<file path="src/rtl/fighter_state_fsm_pkg.sv">
// rtl/fighter_state_fsm_pkg.sv - shared fighter state codes and phase counter width
package fighter_state_fsm_pkg;

  localparam int PHASE_W = 6;

  // Codes are consumed directly by the sprite renderer; keep values stable.
  typedef enum logic [3:0] {
    S_IDLE       = 4'd0,
    S_BWD        = 4'd1,
    S_FWD        = 4'd2,
    S_ATK_START  = 4'd3,
    S_ATK_ACTIVE = 4'd4,
    S_ATK_RECOV  = 4'd5,
    S_DIR_START  = 4'd6,
    S_DIR_ACTIVE = 4'd7,
    S_DIR_RECOV  = 4'd8,
    S_HITSTUN    = 4'd9,
    S_BLOCKSTUN  = 4'd10
  } state_e;

  function automatic logic is_timed(input state_e s);
    return s inside {[S_ATK_START:S_BLOCKSTUN]};
  endfunction

endpackage

</file>
<file path="src/rtl/fighter_state_fsm_phase_timer.sv">
// rtl/fighter_state_fsm_phase_timer.sv - per-frame countdown for timed fighter phases
module fighter_state_fsm_phase_timer
  import fighter_state_fsm_pkg::*;
(
  input  logic               clk,
  input  logic               rst,
  input  logic               i_tick,
  input  logic               i_load,
  input  logic [PHASE_W-1:0] i_value,
  output logic [PHASE_W-1:0] o_value,
  output logic               o_last
);

  logic [PHASE_W-1:0] r_value;

  // Saturates at zero so neutral states sit at 0 without an explicit load.
  always_ff @(posedge clk or posedge rst) begin
    if (rst) begin
      r_value <= '0;
    end else if (i_tick) begin
      if (i_load) begin
        r_value <= i_value;
      end else if (r_value != '0) begin
        r_value <= r_value - 1'b1;
      end
    end
  end

  assign o_value = r_value;
  assign o_last  = (r_value == PHASE_W'(1));

endmodule

</file>
<file path="src/rtl/fighter_state_fsm.sv">
// rtl/fighter_state_fsm.sv - per-player fighter state machine driving the sprite state code
module fighter_state_fsm
  import fighter_state_fsm_pkg::*;
#(
  parameter bit IS_MIRRORED = 1'b0,
  parameter int ATK_START   = 4,
  parameter int ATK_ACTIVE  = 2,
  parameter int ATK_RECOV   = 6,
  parameter int DIR_START   = 6,
  parameter int DIR_ACTIVE  = 3,
  parameter int DIR_RECOV   = 8,
  parameter int HITSTUN     = 12,
  parameter int BLOCKSTUN   = 8
)
(
  input  logic               clk,
  input  logic               rst,
  input  logic               frame_tick,
  input  logic               btn_left,
  input  logic               btn_right,
  input  logic               btn_attack,
  input  logic               hit_in,
  output logic [3:0]         state,
  output logic               hitbox_active,
  output logic               blocking,
  output logic [PHASE_W-1:0] phase_left
);

  generate
    if (ATK_START < 1 || ATK_START > 63 || ATK_ACTIVE < 1 || ATK_ACTIVE > 63 ||
        ATK_RECOV < 1 || ATK_RECOV > 63 || DIR_START < 1 || DIR_START > 63 ||
        DIR_ACTIVE < 1 || DIR_ACTIVE > 63 || DIR_RECOV < 1 || DIR_RECOV > 63 ||
        HITSTUN < 1 || HITSTUN > 63 || BLOCKSTUN < 1 || BLOCKSTUN > 63) begin : g_bad_param
      $error("fighter_state_fsm: frame parameters must be in 1..63");
    end
  endgenerate

  state_e             r_state;
  state_e             w_next;
  logic               r_hit_pend;
  logic               r_atk_prev;
  logic               r_hitbox;
  logic               r_blocking;
  logic               w_hit;
  logic               w_fwd;
  logic               w_back;
  logic               w_only_fwd;
  logic               w_only_back;
  logic               w_atk_edge;
  logic               w_load;
  logic               w_last;
  logic [PHASE_W-1:0] w_load_val;
  logic [PHASE_W-1:0] w_phase;

  function automatic logic [PHASE_W-1:0] phase_len(input state_e s);
    case (s)
      S_ATK_START:  return PHASE_W'(ATK_START);
      S_ATK_ACTIVE: return PHASE_W'(ATK_ACTIVE);
      S_ATK_RECOV:  return PHASE_W'(ATK_RECOV);
      S_DIR_START:  return PHASE_W'(DIR_START);
      S_DIR_ACTIVE: return PHASE_W'(DIR_ACTIVE);
      S_DIR_RECOV:  return PHASE_W'(DIR_RECOV);
      S_HITSTUN:    return PHASE_W'(HITSTUN);
      S_BLOCKSTUN:  return PHASE_W'(BLOCKSTUN);
      default:      return '0;
    endcase
  endfunction

  assign w_hit       = r_hit_pend | hit_in;
  assign w_fwd       = IS_MIRRORED ? btn_left : btn_right;
  assign w_back      = IS_MIRRORED ? btn_right : btn_left;
  assign w_only_fwd  = w_fwd & ~w_back;
  assign w_only_back = w_back & ~w_fwd;
  assign w_atk_edge  = btn_attack & ~r_atk_prev;

  always_comb begin
    w_next = r_state;
    w_load = 1'b0;
    if (w_hit) begin
      if (r_state == S_IDLE || r_state == S_BWD || (r_state == S_BLOCKSTUN && w_only_back)) begin
        w_next = S_BLOCKSTUN;
      end else begin
        w_next = S_HITSTUN;
      end
      w_load = 1'b1;
    end else if (is_timed(r_state)) begin
      if (w_last) begin
        case (r_state)
          S_ATK_START:  w_next = S_ATK_ACTIVE;
          S_ATK_ACTIVE: w_next = S_ATK_RECOV;
          S_DIR_START:  w_next = S_DIR_ACTIVE;
          S_DIR_ACTIVE: w_next = S_DIR_RECOV;
          default:      w_next = S_IDLE;
        endcase
        w_load = 1'b1;
      end
    end else if (w_atk_edge) begin
      w_next = w_only_fwd ? S_DIR_START : S_ATK_START;
      w_load = 1'b1;
    end else if (w_only_fwd) begin
      w_next = S_FWD;
    end else if (w_only_back) begin
      w_next = S_BWD;
    end else begin
      w_next = S_IDLE;
    end
    w_load_val = phase_len(w_next);
  end

  // atk_prev resets high so an attack button held through reset needs a fresh press.
  always_ff @(posedge clk or posedge rst) begin
    if (rst) begin
      r_state    <= S_IDLE;
      r_hit_pend <= 1'b0;
      r_atk_prev <= 1'b1;
      r_hitbox   <= 1'b0;
      r_blocking <= 1'b0;
    end else if (frame_tick) begin
      r_state    <= w_next;
      r_atk_prev <= btn_attack;
      r_hitbox   <= (w_next == S_ATK_ACTIVE) || (w_next == S_DIR_ACTIVE);
      r_blocking <= (w_next == S_BLOCKSTUN);
      r_hit_pend <= 1'b0;
    end else if (hit_in) begin
      r_hit_pend <= 1'b1;
    end
  end

  fighter_state_fsm_phase_timer u_timer (
    .clk     (clk),
    .rst     (rst),
    .i_tick  (frame_tick),
    .i_load  (w_load),
    .i_value (w_load_val),
    .o_value (w_phase),
    .o_last  (w_last)
  );

  assign state         = r_state;
  assign hitbox_active = r_hitbox;
  assign blocking      = r_blocking;
  assign phase_left    = w_phase;

endmodule

</file>
<file path="config.mk">
export PLATFORM = sky130hd
export DESIGN_NAME = fighter_state_fsm
export DESIGN_NICKNAME = d
export VERILOG_FILES = /design/src/rtl/fighter_state_fsm_pkg.sv /design/src/rtl/fighter_state_fsm_phase_timer.sv /design/src/rtl/fighter_state_fsm.sv
export SDC_FILE = /design/constraint.sdc
export NUM_CORES = 1
export LEC_CHECK = 0
export CORE_AREA = 2 2 49 51
export DETAILED_ROUTE_END_ITERATION = 8
export DIE_AREA = 0 0 51 53
export PLACE_DENSITY = 0.75
export SETUP_SLACK_MARGIN = 0.1
export SLEW_MARGIN = 20
export SYNTH_ARGS = -nofsm -noshare
export SYNTH_HDL_FRONTEND = slang
export SYNTH_SLANG_ARGS = --single-unit
</file>
<file path="constraint.sdc">
create_clock -name clk -period 3.6 [get_ports clk]
set_input_delay 0.36 -clock clk [delete_from_list [all_inputs] [get_ports clk]]
set_output_delay 0.36 -clock clk [all_outputs]
set_load 0.01 [all_outputs]
</file>
==> impl_metrics.tcl, run 1 <==
set metrics [dict create \
    post_cts_buffers 0 \
    drtPass1Iterations 4 \
    yosysMostFrequentCell "dfrtp_1" \
    final_layout_size_suffix_gt1_frac 0.1206 \
    relSlewSlack 0.6013 \
    use_met3 0.07062 \
    dieArea_sq_mm 0.002703 \
    htreeDepth 1 \
    netlist.area_leader.share 0.2995 \
    synth_edf_count 0 \
    die_h_microns 53 \
    drt-total-wl_mm 2.405 \
    avgRoutedWirePerCell_microns 14.23 \
    crit_type "reg -> reg" \
    synth_warnings 0 \
    antenna_found_initial 0 \
    ys_seq_area_frac 0.3237 \
    setup_violations 0 \
    timing.fmax_mhz 350.4 \
    clk_latency_ns 0.29 \
    finalNonFillerCells 169 \
    r2r_start "u_timer.o_value[3]" \
    clock-sinks 14 \
    hp-class "in -> async" \
    path_cells "nor4_4, nand2_1, o211a_1, o21ai_0, nor2b_1, inv_1, ha_1, a221oi_1, a221oi_2" \
    status "finished clean" \
    grt_pass1_wl_mm 4.312 \
    initial_core_util 0.5055 \
    numCtsBuffers 3 \
    finClkSkew_ns 0.004579 \
    die_w_microns 51 \
    hpwl_mm 1.834 \
    vias 973 \
    synth_top_flop_cell "dfrtp_1" \
    drc_errors 0 \
    use_met2 0.3658 \
    critPathRequiredTime_ns 3.76 \
    place.gp.congestion 0.8162 \
    final-hold-violation-count 0 \
    clkTransAtPathRegs_ns 0.09 \
    synth_nets 136 \
    synthDistinctLibCells 42 \
    rsz0062_at_grt "false" \
    cpPeakStageDelay_ns 0.46 \
    max_slew.worst_pin.slew_ns 0.5961 \
    first_iter_violations 32 \
    crit_path_top_delay_cell "dfrtp_1" \
    synth_commonest_cells "dfrtp_1 (13), inv_1 (12), o21ai_0 (11)" \
    crit_start "u_timer.o_value[3]" \
    synthArstFlopShare 1.000 \
    grt_pass1_vias 934 \
    path_max_fanout 7 \
    irDropWorstVdd_mv 0.4112 \
    num-fill-cells 189 \
    clockBufferDepth 2 \
    drv_cap 0 \
    grt_use_met1 0.2694 \
    pin_count 19 \
    coreArea_sq_mm 0.002148 \
    synth.area.top_cells "dfrtp_1 (30%), ha_1 (8.1%), o21ai_0 (5.1%)" \
    synthesis.area_sq_mm 0.001086 \
    fin_crit_sh 0.7928 \
    viasPerCell 5.757 \
    dpl.cell_count 165 \
    power_leakage_nw 0.5537 \
    end_kind "register" \
    startpoint_type "register" \
    tns_ns 0 \
    netlist_instances 122 \
    busiest_layer "met2" \
    min_period_ns 2.854 \
    power_density_mw_per_mm2 681.0 \
    syn_area_per_cell_sq_um 8.902 \
    grt_overflow 0 \
    fp-row-count 17 \
    diodes 0 \
    postCtsHoldBufs 0 \
    antenna_left 0 \
    drv_slew 0 \
    post-synth-top-area-cell "dfrtp_1" \
    ctsRootBufferMaster "clkbuf_4" \
    synthToLayoutAreaGrowth_pct 22.00 \
    grt_usage 0.2142 \
    grt_max_degree 19 \
    synth-seq-cells 14 \
    io_buffers 18 \
    cp_data_arrival_time_ns 3.01 \
    cts_resized 0 \
    fin_nets 156 \
    cts_tree "yes" \
]
[cell usage in the layout, fill, tap and decap left out, drive strengths merged, types with 2 or more instances in the layout]
cell | netlist | routed
nor2b | 2 | 2
xor2 | 2 | 2
a21oi | 8 | 8
xnor2 | 2 | 2
nor2 | 9 | 9
o21ai | 12 | 12
nor3 | 4 | 4
nand3 | 7 | 7
clkbuf | 2 | 4
or3 | 3 | 3
nand2b | 2 | 2
a221oi | 2 | 2
dfrtp | 13 | 13
nor4 | 2 | 2
nand2 | 7 | 7
mux2i | 2 | 2
clkdlybuf4s50 | 0 | 18
ha | 7 | 7
inv | 12 | 12
a21o | 2 | 2
o211ai | 3 | 3
mux2 | 3 | 3
[report_power, final]
| part | internal [mW] | total [mW] | switching [mW] |
|---|---|---|---|
| registers | 0.202 | 0.282 | 0.0793 |
| clock network | 0.0616 | 0.115 | 0.0538 |
| logic | 0.243 | 0.505 | 0.263 |
[stage by stage]
stage / hold WS, ns / power, mW / instance area [sq um] / setup slack (ns) / util
2_1_floorplan: 0.2485 / 0.6038 / 1086 / 1.057 / -
3_3_place_gp: 0.5161 / 0.7714 / 1289 / 0.9420 / 0.5999
3_5_place_dp: 0.5190 / 0.7880 / 1289 / 0.7834 / 0.5999
4_1_cts: 0.4270 / 0.9091 / 1325 / 0.7527 / 0.6168
5_1_grt: 0.4840 / 0.9848 / 1325 / 0.5063 / 0.6168
6_report: 0.4191 / 0.9023 / 1325 / 0.7461 / 0.6168
[flip-flops by register name, summed over array words and instances (netlist names)]
register	cells
hitbox_active	1
u_timer.o_value	6
r_atk_prev	1
state	4
blocking	1
r_hit_pend	1
[worst max-delay path, delay by kind of cell, from the launching register on]
| kind | cells | cell delay (ns) |
|---|---|---|
| and+or+nand+nor | 3 | 0.98 |
| AOI/OAI and AO/OA | 4 | 0.89 |
| DFF | 1 | 0.46 |
| adders and majority gates | 1 | 0.29 |
| buffers and inverters | 1 | 0.11 |
[final cells by class]
type	instances	area [sq um]	share of cell area
Tap cell	28	35.03	0.02644
Timing Repair Buffer	18	180.2	0.1360
Clock buffer	4	36.28	0.02738
Sequential cell	14	351.6	0.2653
Inverter	12	45.04	0.03399
Multi-Input combinational cell	93	676.9	0.5109
[worst paths after layout]
check | endpoint | slack [ns] | cells past startpoint
worst max-delay path | u_timer.o_value[2] | 0.75 | 9
worst min-delay path | u_timer.o_value[0] | 0.42 | 2
worst max register to register | u_timer.o_value[2] | 0.75 | 9
worst min register to register | hitbox_active | 0.55 | 2
max in group asynchronous | r_atk_prev | 2.81 | 2
min in group clk | hitbox_active | 0.55 | 2
[logic make-up after synthesis]
family	after synthesis	synth area share
xor+xnor	4	0.04955
flops	14	0.3237
compound gates	36	0.2316
buf+inv	15	0.05299
mux	5	0.04954
simple gates	40	0.2028
fa+ha+maj	8	0.08986
[layer usage]
layer,up-vias,share of wire,wire (microns)
met2,31,0.49,1168
met3,2,0.069,167
met4,0,0.0029,7
met5,-,0,0
met1,459,0.44,1061
li1,481,-,-
Power figures use the tool's default switching activity.
==> run 2, diff against run 1 <==
==> constraint.sdc (replaced) <==
create_clock -name clk -period 2.7 [get_ports clk]
set_input_delay 0.27 -clock clk [delete_from_list [all_inputs] [get_ports clk]]
set_output_delay 0.27 -clock clk [all_outputs]
set_load 0.01 [all_outputs]
==> run 2 against run 1 <==
Effect of this change:
- sequential share of layout area shrank 1.5 points
- routed wire length rose by 15%
- non-clock buffer count rose by 10
- count of clock-buffer cells in the layout unchanged
- via count rose by 8.2%
- highest routed layer unchanged
==> impl_metrics.tcl, run 2 (same netlist as run 1, synthesis figures left out) <==
set metrics [dict create \
    status "finished clean" \
    crit_type "reg -> reg" \
    grt_usage 0.2162 \
    ctsRootBufferMaster "clkbuf_4" \
    setup_ws_ns 0.2029 \
    drt-total-wl_mm 2.761 \
    min_period_ns 2.497 \
    drc_errors 0 \
    critPathRequiredTime_ns 2.86 \
    first_iter_violations 43 \
    relSlewSlack 0.5839 \
    largest_reg_flops 6 \
    rsz0062_at_grt "false" \
    numCtsBuffers 3 \
    pin_count 19 \
    setup_violations 0 \
    cpPeakStageDelay_ns 0.45 \
    fin_crit_sh 0.9249 \
    fin_nets 166 \
    startpoint_type "register" \
    grt_pass1_vias 998 \
    drtPass1Iterations 6 \
    finClkSkew_ns 0.002294 \
    initial_core_util 0.5055 \
    crit_path_top_delay_cell "dfrtp_1" \
    dpl.cell_count 172 \
    irDropWorstVdd_mv 0.5142 \
    max_slew.worst_pin.slew_ns 0.6242 \
    antenna_found_initial 0 \
    synthToLayoutAreaGrowth_pct 29.72 \
    end_kind "register" \
    cp_data_arrival_time_ns 2.66 \
    hp-class "in -> async" \
    htreeDepth 1 \
    die_h_microns 53 \
    grt_max_degree 19 \
    final-hold-violation-count 0 \
    coreArea_sq_mm 0.002148 \
    final_cell_mix "clkdlybuf4s50_1 (18), inv_1 (12), dfrtp_1 (12)" \
    finalNonFillerCells 179 \
    final_common_cell "clkdlybuf4s50_1" \
    clk_latency_ns 0.29 \
    power_leakage_nw 0.6016 \
    post-place-ws_ns 0.1654 \
    power_density_mw_per_mm2 913.5 \
    final_layout_size_suffix_gt1_frac 0.2053 \
    placed_area_sq_mm 0.001341 \
    io_buffers 18 \
    drv_cap 0 \
    clock-sinks 14 \
    vias 1053 \
    grt_overflow 0 \
    grt_pass1_wl_mm 4.367 \
    path_cells "nor4_4, nand2_2, o211a_1, o21ai_1, nor2b_2, inv_1, ha_1, a221oi_1, a221oi_2" \
    holdWs_ns 0.3256 \
    path_max_fanout 6 \
    postCtsHoldBufs 0 \
    dieArea_sq_mm 0.002703 \
    timing.fmax_mhz 400.5 \
    die_w_microns 51 \
    critPathTopFamily "compound AO/OA/AOI/OAI gates" \
    stdcell_area_sq_mm 0.001409 \
    tns_ns 0 \
    viasPerCell 5.883 \
    worst-path-buf-inv 1 \
    antenna_left 0 \
    clkTransAtPathRegs_ns 0.09 \
    hpwl_mm 1.894 \
    diodes 0 \
    avgRoutedWirePerCell_microns 15.42 \
    cts_tree "yes" \
    clockBufferDepth 2 \
    place.gp.congestion 0.8064 \
    drv_slew 0 \
    fp-row-count 17 \
]
-- run 2: timing repair --
item,CTS,global route
endpoints found under the hold margin,0,0
buffers inserted,0,3
endpoints found under the setup margin,1,1
gates cloned,0,0
gates resized for setup,1,4
pin swaps,0,2
-- run 2: path summary, 6_finish.rpt --
kind | startpoint | endpoint | slack (ns) | depth (start not counted)
max | u_timer.o_value[5] | u_timer.o_value[2] | 0.20 | 9
min | rst | u_timer.o_value[2] | 0.33 | 2
max reg2reg | u_timer.o_value[5] | u_timer.o_value[2] | 0.20 | 9
min reg2reg | hitbox_active | hitbox_active | 0.53 | 2
max in group asynchronous | rst | u_timer.o_value[3] | 1.98 | 2
min in group clk | hitbox_active | hitbox_active | 0.53 | 2
-- run 2: report_power, final --
part | internal [mW] | leakage [nW] | total (mW) | switching (mW)
clock network | 0.0822 | 0.0210 | 0.156 | 0.0735
registers | 0.271 | 0.170 | 0.363 | 0.0926
logic | 0.374 | 0.410 | 0.768 | 0.394
-- run 2: area by class of cell --
type,instances,area (sq um)
Timing Repair Buffer,28,255.2
Clock buffer,4,36.28
Multi-Input combinational cell,93,684.4
Tap cell,28,35.03
Inverter,12,45.04
Sequential cell,14,352.8
Fill cell,193,739.5
-- run 2: routing by layer --
metal  routed length, microns  share of wire  vias to the layer above  track usage
met3                      165          0.060                        4      0.06497
met1                     1190           0.43                      504       0.2557
met4                       23         0.0083                        0      0.03153
met5                        0              0                        -            0
met2                     1381           0.50                       44       0.3918
li1                         -              -                      501            -
-- run 2: through the flow --
stage	total power, mW	util
finish	1.287	0.6558
global route	1.385	0.6558
CTS	1.266	0.6424
detailed placement	1.099	0.6243
global placement	1.081	0.6243
floorplan	0.8050	-
